<file path="src/rtl/prog_ram_pkg.sv">
// ============================================================================
// Module      : prog_ram_pkg
// Description : Shared types and default constants for the program RAM.
// Revision    : 1.0 - initial release
// ============================================================================
`default_nettype none

package prog_ram_pkg;

    localparam int C_ADDR_WIDTH = 8;
    localparam int C_DATA_WIDTH = 16;
    localparam int C_READ_LAT   = 1;

    typedef enum logic [1:0] {
        ST_CLEAR = 2'd0,
        ST_LOAD  = 2'd1,
        ST_RUN   = 2'd2
    } state_e;

endpackage

`default_nettype wire

</file>
<file path="src/rtl/prog_ram_array.sv">
// ============================================================================
// Module      : prog_ram_array
// Description : Single-port synchronous RAM, one write or one read per cycle.
//               Read data is registered and holds until the next read.
// Revision    : 1.0 - initial release
// ============================================================================
`default_nettype none

module prog_ram_array
    import prog_ram_pkg::*;
#(
    parameter int ADDR_WIDTH = C_ADDR_WIDTH,
    parameter int DATA_WIDTH = C_DATA_WIDTH
) (
    input  logic                  clk,
    input  logic                  we_i,
    input  logic                  re_i,
    input  logic [ADDR_WIDTH-1:0] addr_i,
    input  logic [DATA_WIDTH-1:0] wdata_i,
    output logic [DATA_WIDTH-1:0] rdata_o
);

    localparam int DEPTH = 2 ** ADDR_WIDTH;

    logic [DATA_WIDTH-1:0] mem_q [DEPTH];
    logic [DATA_WIDTH-1:0] rdata_q;

    // Storage and read register; contents are deliberately never reset.
    always_ff @(posedge clk) begin
        if (we_i) begin
            mem_q[addr_i] <= wdata_i;
        end else if (re_i) begin
            rdata_q <= mem_q[addr_i];
        end
    end

    assign rdata_o = rdata_q;

endmodule

`default_nettype wire

</file>
<file path="src/rtl/prog_ram.sv">
// ============================================================================
// Module      : prog_ram
// Description : Program RAM with power-up clear sweep, streaming program
//               load and a pipelined run-time read/write port.
// Revision    : 1.0 - initial release
// ============================================================================
`default_nettype none

module prog_ram
    import prog_ram_pkg::*;
#(
    parameter int ADDR_WIDTH = C_ADDR_WIDTH,
    parameter int DATA_WIDTH = C_DATA_WIDTH,
    parameter int READ_LAT   = C_READ_LAT
) (
    input  logic                  clk,
    input  logic                  clr,
    input  logic                  ce,
    input  logic                  rw,
    input  logic [ADDR_WIDTH-1:0] addr,
    input  logic [DATA_WIDTH-1:0] reg_in,
    output logic [DATA_WIDTH-1:0] reg_out,
    output logic                  rd_valid,
    output logic                  busy,
    input  logic                  sweep_req,
    input  logic                  load_valid,
    input  logic [DATA_WIDTH-1:0] load_data,
    input  logic                  load_last,
    output logic                  load_ready
);

    localparam logic [ADDR_WIDTH-1:0] LAST_ADDR = '1;

    state_e                state_q, state_d;
    logic [ADDR_WIDTH-1:0] clr_cnt_q, clr_cnt_d;
    logic [ADDR_WIDTH-1:0] ld_ptr_q, ld_ptr_d;
    logic                  vld1_q;

    logic                  sweep_take;
    logic                  run_acc;
    logic                  run_wr;
    logic                  run_rd;
    logic                  ld_xfer;

    logic                  ram_we;
    logic                  ram_re;
    logic [ADDR_WIDTH-1:0] ram_addr;
    logic [DATA_WIDTH-1:0] ram_wdata;
    logic [DATA_WIDTH-1:0] ram_rdata;

    // A sweep request wins over any access presented in the same cycle.
    assign sweep_take = (state_q == ST_RUN) && sweep_req;
    assign run_acc    = (state_q == ST_RUN) && ce && !sweep_req;
    assign run_wr     = run_acc && !rw;
    assign run_rd     = run_acc && rw;
    assign ld_xfer    = (state_q == ST_LOAD) && load_valid;

    assign busy       = (state_q != ST_RUN);
    assign load_ready = (state_q == ST_LOAD);

    // Mode sequencing: clear sweep, program load, then normal run.
    always_comb begin
        state_d   = state_q;
        clr_cnt_d = clr_cnt_q;
        ld_ptr_d  = ld_ptr_q;
        case (state_q)
            ST_CLEAR: begin
                clr_cnt_d = clr_cnt_q + 1'b1;
                if (clr_cnt_q == LAST_ADDR) begin
                    state_d   = ST_LOAD;
                    clr_cnt_d = '0;
                    ld_ptr_d  = '0;
                end
            end
            ST_LOAD: begin
                if (ld_xfer) begin
                    ld_ptr_d = ld_ptr_q + 1'b1;
                    // Loading stops at the top of memory rather than wrapping.
                    if (load_last || (ld_ptr_q == LAST_ADDR)) begin
                        state_d = ST_RUN;
                    end
                end
            end
            ST_RUN: begin
                if (sweep_req) begin
                    state_d   = ST_CLEAR;
                    clr_cnt_d = '0;
                end
            end
            default: begin
                state_d   = ST_CLEAR;
                clr_cnt_d = '0;
                ld_ptr_d  = '0;
            end
        endcase
    end

    // State and pointer registers.
    always_ff @(posedge clk or posedge clr) begin
        if (clr) begin
            state_q   <= ST_CLEAR;
            clr_cnt_q <= '0;
            ld_ptr_q  <= '0;
        end else begin
            state_q   <= state_d;
            clr_cnt_q <= clr_cnt_d;
            ld_ptr_q  <= ld_ptr_d;
        end
    end

    // The single RAM port is owned by the sweep, the loader or the user.
    always_comb begin
        ram_we    = 1'b0;
        ram_re    = 1'b0;
        ram_addr  = '0;
        ram_wdata = '0;
        case (state_q)
            ST_CLEAR: begin
                ram_we   = 1'b1;
                ram_addr = clr_cnt_q;
            end
            ST_LOAD: begin
                ram_we    = ld_xfer;
                ram_addr  = ld_ptr_q;
                ram_wdata = load_data;
            end
            ST_RUN: begin
                ram_we    = run_wr;
                ram_re    = run_rd;
                ram_addr  = addr;
                ram_wdata = reg_in;
            end
            default: begin
                ram_we = 1'b0;
            end
        endcase
    end

    prog_ram_array #(
        .ADDR_WIDTH (ADDR_WIDTH),
        .DATA_WIDTH (DATA_WIDTH)
    ) u_array (
        .clk     (clk),
        .we_i    (ram_we),
        .re_i    (ram_re),
        .addr_i  (ram_addr),
        .wdata_i (ram_wdata),
        .rdata_o (ram_rdata)
    );

    // First read stage: array data is present in the cycle after acceptance.
    always_ff @(posedge clk or posedge clr) begin
        if (clr) begin
            vld1_q <= 1'b0;
        end else begin
            vld1_q <= run_rd;
        end
    end

    generate
        if (READ_LAT == 1) begin : g_lat1
            logic                  fire;
            logic [DATA_WIDTH-1:0] hold_q;

            // A sweep in the delivery cycle suppresses the pending read.
            assign fire = vld1_q && !sweep_take;

            // Keep the last delivered word so reg_out is stable between reads.
            always_ff @(posedge clk or posedge clr) begin
                if (clr) begin
                    hold_q <= '0;
                end else if (fire) begin
                    hold_q <= ram_rdata;
                end
            end

            assign rd_valid = fire;
            assign reg_out  = fire ? ram_rdata : hold_q;
        end else begin : g_lat2
            logic                  vld2_q;
            logic [DATA_WIDTH-1:0] out_q;

            // Second stage register; reads caught by a sweep are dropped.
            always_ff @(posedge clk or posedge clr) begin
                if (clr) begin
                    vld2_q <= 1'b0;
                    out_q  <= '0;
                end else begin
                    vld2_q <= vld1_q && !sweep_take;
                    if (vld1_q && !sweep_take) begin
                        out_q <= ram_rdata;
                    end
                end
            end

            assign rd_valid = vld2_q && !sweep_take;
            assign reg_out  = out_q;
        end
    endgenerate

endmodule

`default_nettype wire

</file>
<file path="config.mk">
export PLATFORM = sky130hd
export DESIGN_NAME = prog_ram
export DESIGN_NICKNAME = d
export VERILOG_FILES = /design/src/rtl/prog_ram_pkg.sv /design/src/rtl/prog_ram_array.sv /design/src/rtl/prog_ram.sv
export SDC_FILE = /design/constraint.sdc
export NUM_CORES = 2
export LEC_CHECK = 0
export CORE_MARGIN = 2
export CORE_UTILIZATION = 25
export DETAILED_ROUTE_END_ITERATION = 7
export PLACE_DENSITY_LB_ADDON = 0.25
export SYNTH_ARGS = -nofsm -noshare
export SYNTH_HDL_FRONTEND = slang
export SYNTH_SLANG_ARGS = --single-unit
</file>
<file path="constraint.sdc">
create_clock -name clk -period 13.58 [get_ports clk]
set_input_delay 2.716 -clock clk [delete_from_list [all_inputs] [get_ports clk]]
set_output_delay 2.716 -clock clk [all_outputs]
set_load 0.01 [all_outputs]
</file>
Word-level counts from Yosys, hierarchy flattened
Memories as Yosys holds them, arrays and structs flattened. A register that Yosys moved wholly into a read port is not among the register bits.
Cells that the tools add are included.
{"block": "classes", "addsub": 2, "n_mul": 0, "n_div": 0, "order_cmp": 0, "n_eq_ne": 9, "shifts": 0, "n_mux": 18, "bitwise": 3, "reduce_logical": 16}
{"operator": "$pmux W8 S3", "count": 3}
{"operator": "$mux W8", "count": 4}
{"operator": "$pmux W16 S2", "count": 1}
{"operator": "$add A8 B1 Y8 const B", "count": 2}
{"operator": "$eq A8 B8 Y1 const B", "count": 2}
{"operator": "$mux W16", "count": 1}
{"operator": "$mux W2", "count": 4}
{"operator": "$logic_and A1 B1 Y1", "count": 7}
{"operator": "$ne A2 B2 Y1 const B", "count": 3}
{"operator": "$pmux W2 S3", "count": 1}
{"operator": "$ne A2 B1 Y1 const B", "count": 2}
{"operator": "$reduce_and A2 Y1", "count": 2}
{"operator": "$reduce_and A4 Y1", "count": 1}
{"operator": "$logic_not A1 Y1", "count": 3}
{"operator": "$mux W1", "count": 3}
{"operator": "$not A1 Y1", "count": 3}
{"operator": "$pmux W1 S3", "count": 1}
{"operator": "$reduce_and A3 Y1", "count": 1}
{"operator": "$eq A2 B1 Y1 const B", "count": 1}
{"operator": "$eq A2 B2 Y1 const B", "count": 1}
{"operator": "$logic_not A2 Y1", "count": 1}
{"operator": "$logic_or A1 B1 Y1", "count": 1}
{"block": "word_totals", "regBits": 35, "latchBits": 0, "ramBits": 4096, "romBits": 0, "inputBits": 47, "output_inout_bits": 19, "word_cells": 54, "n_memories": 1}
{"name": "u_array.mem_q", "depth": 256, "word_bits": 16, "rd": 1, "rd_ports_with_merged_regs": 1, "wr": 1, "line_no": "prog_ram_array.sv:25", "rtl": "logic [DATA_WIDTH-1:0] mem_q [DEPTH];"}

Depth between registers and ports, before layout
{"block": "depth", "ltp_word": 7, "ltp_mapped": 16, "mapped_depth_nobuf": 10}

By module
Synthesis repeated with hierarchy kept, for this count alone.
{"block": "unflattened", "hier_cells": 6939, "hier_area_um2": 157611.2}
{"mod": "prog_ram_array", "n_inst": 1, "cells_per_inst": 6726, "area_each_um2": 155500.4, "seq_area_each_um2": 123478.4}
{"mod": "prog_ram", "n_inst": 1, "cells_per_inst": 213, "area_each_um2": 2110.8, "seq_area_each_um2": 875.8}

Worst setup path after synthesis
No wires, ideal clock.
{"block": "synth_timing", "path_kind": "input to register", "from": "input port reg_in[15]", "to": "memory u_array.mem_q[0][15] (netlist bit), data pin", "setup_ns": 1.454, "t_arrival_ns": 9.058, "required_ns": 12.126, "setup_slack_ns": 3.069, "path_stages": 2, "n_path_buf": 0, "path_cell_list": "a22oi_1 > nor2b_1"}
{"block": "synth_between", "elab_chain_cells": 1}
{"item": "start, declared", "line_no": "prog_ram.sv:21", "rtl": "input logic [DATA_WIDTH-1:0] reg_in,"}
{"item": "$pmux W16 S2", "line_no": "prog_ram.sv:117", "rtl": "case (state_q)"}
{"item": "named net ram_wdata[15]", "line_no": "prog_ram.sv:48", "rtl": "logic [DATA_WIDTH-1:0] ram_wdata;"}
{"item": "end, declared", "line_no": "prog_ram_array.sv:25"}
The timed path passes the listed nets, and every way through them passes these cells.

Worst setup path after layout
{"block": "layout_timing", "from": "input port addr[2]", "to": "register u_array.rdata_q[0], in the netlist u_array.rdata_o[0], read port of u_array.mem_q, data pin"}
{"block": "layout_between", "elab_chain_cells": 1}
{"item": "start, declared", "line_no": "prog_ram.sv:20", "rtl": "input logic [ADDR_WIDTH-1:0] addr,"}
{"item": "$pmux W8 S3", "line_no": "prog_ram.sv:117"}
{"item": "end, declared", "line_no": "prog_ram_array.sv:26", "rtl": "logic [DATA_WIDTH-1:0] rdata_q;"}
Every way passes these cells.
A chain may end at the register's enable or synchronous reset.

==> impl_metrics.py <==
metrics = {
    "synth": {
        "ys_seq_area_share_pct": 81.4,
        "netlist.top_cell.by_area": "edfxtp_1",
        "synth_seq_cells": 4147,
        "synth_area_leaders": "edfxtp_1, a22oi_1, a21oi_1",
        "synth_flop_cell": "edfxtp_1",
        "async_flop_share_pct": 0.844,
        "syn_inst": 8799,
        "yosysWarnings": 0,
        "avgSynthCellArea_um2": 17.4,
        "netlist_area_mm2": 0.153,
        "synth_top_area_share_pct": 80.8,
        "ys_types": 53,
        "postSynthNetCount": 8854,
        "synth_edf_count": 4112,
    },
    "hold_path": {
        "min_delay_worst_endpoint": "g_lat1.hold_q[12]$_DFF_PP0_",
        "worstHoldStart": "g_lat1.hold_q[12]$_DFF_PP0_",
        "min_path_cells": 1,
        "hp-class": "reg2reg",
    },
    "power_and_ir_drop": {
        "p_sw_share_pct": 35.2,
        "power_density_mw_per_mm2": 217,
        "vdd_ir_drop_max_uv": 209,
        "share_comb_of_total_power_pct": 30.2,
        "power_frac_seq_pct": 40.1,
        "p_int_mw": 25.2,
        "netSwitchingPower_mw": 13.7,
        "cellLeakagePower_nw": 53.9,
        "clockPowerShare_pct": 29.8,
    },
    "critical_path": {
        "r2r-end": "u_array.rdata_o[0]$_DFFE_PP_",
        "reg2regPathDepth": 12,
        "crit_family": "compound AO/OA/AOI/OAI gates",
        "criticalPathCategory": "in2reg",
        "crit_chain": "clkdlybuf4s50_1 -> a222oi_1 -> nor2_1 -> nand2_4 -> buf_4 -> buf_12 -> a21oi_1 -> o41ai_1 -> o2111ai_1 -> a22oi_1 -> nand4_1",
        "crit_arrival_ns": 8.71,
        "max_stage_delay_ns": 0.97,
        "start_kind": "input port",
        "critPathRequiredTime_ns": 14.27,
        "crit_path_end_kind": "flip-flop",
        "r2r_start": "state_q[0]$_DFFE_PP0P_",
        "crit_slowest_cell": "o41ai_1",
        "reg2reg_setup_slack_ns": 6.60,
        "worstPathMaxFanout": 60,
        "cp_num_buf_inv": 3,
    },
    "routing": {
        "dr_total_vias": 89100,
        "drc": 0,
        "first_pass_iters": 6,
        "post_drt_wl_per_cell_um": 29.1,
        "ant_nets": 0,
        "finalWirelength_um": 511000,
        "routed_via_density": 5.08,
        "drtIter0Drc": 11600,
    },
    "outcome": {
        "violations": "capacitance limit, slew limit",
        "outcome": "finished with violations",
    },
    "global_route": {
        "grt_pass1_vias": 86600,
        "grt_max_degree": 188,
        "grt_usage_pct": 15.8,
        "gr-total-overflow": 0,
        "grt_first_pass_wirelength_um": 702000,
        "antenna_found_initial": 38,
    },
    "clock_network": {
        "insertion_delay_ns": 1.00,
        "numClockSinks": 4147,
        "ctsResizeCount": 0,
        "cts_setup_buffers": 0,
        "ctsRootBufferMaster": "clkbuf_16",
        "cts_hold_buf": 0,
        "path_clk_slew_ns": 0.06,
        "htreeDepth": 5,
        "clockBufferDepth": 4,
        "numCtsBuffers": 433,
        "cts_tree": "built",
    },
    "die": {
        "dieArea_mm2": 0.617,
        "core_area_mm2": 0.610,
        "io_pins": 66,
        "rows": 287,
        "die_h_um": 786,
        "initial_utilization_pct": 25.1,
        "fp.dieW_um": 786,
    },
    "placement": {
        "port-buffer-count": 65,
        "gp_congestion": 0.790,
        "dpl.cell_count": 16700,
        "hpwl_um": 279000,
    },
    "finish": {
        "area_delta_synth_final_pct": 17.2,
        "drive_gt1_share_pct": 13.2,
        "instances_no_fill": 17500,
        "final_cell_mix": "edfxtp_1, a22oi_1, a21oi_1",
        "nets": 9134,
        "layout_commonest_cell": "edfxtp_1",
        "nFillCells": 60000,
    },
    "timing": {
        "setup_viol": 0,
        "timing.final.crit_share_pct": 59.1,
        "slew_violations": 2,
        "holdWs_ns": 0.492,
        "fin_crit_ns": 8.03,
        "hold_viol": 0,
        "worstMarginPinSlew_ns": 1.52,
        "rsz0062_at_grt": "false",
        "skew_ns": 0.0572,
        "fmax_ghz": 0.125,
        "relSlewSlack_pct": -2.04,
        "setup-tns-final_ns": 0,
    },
    "flow_run": {
        "cap_violations": 1,
    },
}
-- kinds of logic (layout without fill, tap and decap cells) --
kind of cell,after synthesis,after routing,share of synthesized area (%)
compound gates,3262,3262,14.4
mux,26,26,0.186
xor+xnor,5,5,0.0287
other cells,0,16,0
fa+ha+maj,8,8,0.0655
flops,4147,4147,81.4
simple gates,699,699,2.21
buf+inv,652,1285,1.77
-- synth_stat cells (5+ instances only) --
| master | instances |
|---|---|
| nand4_1 | 12 |
| dfrtp_1 | 35 |
| o41ai_1 | 26 |
| a21oi_1 | 997 |
| nor2b_1 | 17 |
| nor2_1 | 298 |
| nor3_1 | 7 |
| a22oi_1 | 1937 |
| o21ai_0 | 40 |
| a221oi_1 | 28 |
| a211oi_1 | 5 |
| nand2_1 | 100 |
| buf_1 | 105 |
| ha_1 | 8 |
| mux2_2 | 19 |
| buf_4 | 14 |
| o22a_1 | 6 |
| a22o_1 | 26 |
| o21ai_1 | 17 |
| inv_1 | 6 |
| nand3_1 | 11 |
| mux2i_1 | 7 |
| buf_2 | 162 |
| a222oi_1 | 41 |
| and2_1 | 7 |
| o22ai_1 | 112 |
| nor4_1 | 225 |
| edfxtp_1 | 4112 |
| clkbuf_1 | 365 |
-- sequential cells by signal (all words and copies together), names as in the netlist --
register         count
u_array.mem_q     4096
g_lat1.hold_q       16
u_array.rdata_o     16
clr_cnt_q            8
ld_ptr_q             8
state_q              2
vld1_q               1
-- worst max-delay path by stage --
stage,from,end,slack (ns),cells after the start
finish,addr[2],u_array.rdata_o[0]$_DFFE_PP_,5.55,11
global route,addr[2],u_array.rdata_o[0]$_DFFE_PP_,5.68,11
CTS,addr[2],u_array.rdata_o[0]$_DFFE_PP_,5.68,11
detailed placement,addr[2],u_array.rdata_o[0]$_DFFE_PP_,4.60,11
global placement,addr[3],u_array.rdata_o[5]$_DFFE_PP_,4.16,11
floorplan,reg_in[15],u_array.mem_q[0][15]$_DFFE_PP_,3.07,2
-- per-stage QoR --
step | power [mW] | setup slack (ns) | utilization, % | area [um^2]
after CTS | 39.1 | 5.68 | 29.4 | 179000
after global routing | 40.1 | 5.68 | 29.4 | 179000
after detailed placement | 27.6 | 4.60 | 27.1 | 165000
after floorplan | 22.4 | 3.07 | - | 153000
final | 38.8 | 5.55 | 29.4 | 179000
after global placement | 27.5 | 4.16 | 27.1 | 165000
-- worst register-to-register path: cells and delay by family (launching register included) --
kind	cells	cell delay [ns]
buffers and inverters	3	1.28
adder cells (fa/ha/maj)	1	0.42
AO/OA/AOI/OAI	5	3.64
AND/OR/NAND/NOR	3	0.90
flip-flops	1	0.40
-- power groups by stage --
stage          Clock (mW)  Combinational, mW  Sequential [mW]
2_1_floorplan           0               6.21             16.2
3_3_place_gp            0               11.7             15.8
3_5_place_dp            0               11.8             15.8
4_1_cts              11.7               11.8             15.5
5_1_grt              12.2               12.4             15.6
6_report             11.6               11.7             15.6
-- cell type report --
class | count | area [um^2] | area share [%]
antenna | 16 | 40.0 | 0.0224
clock buffer | 539 | 11400 | 6.34
clock inverter | 249 | 2290 | 1.28
inverter | 6 | 22.5 | 0.0126
multi-input combinational | 4000 | 26500 | 14.8
sequential | 4147 | 124000 | 69.5
tap | 8092 | 10100 | 5.66
timing repair buffer | 491 | 4290 | 2.40
-- per-layer routing --
metal  vias to the layer above  global-route usage, %  part of all wire (%)  wire length [um]
li1                      37200                      -                     -                 -
met1                     47200                   21.8                    42            216000
met2                      4095                   25.5                    47            240000
met3                       632                   2.73                   7.9             40500
met4                         4                   4.50                   2.8             14400
met5                         -                      0                0.0047                24
No activity file was read; power rests on OpenSTA's default activity.
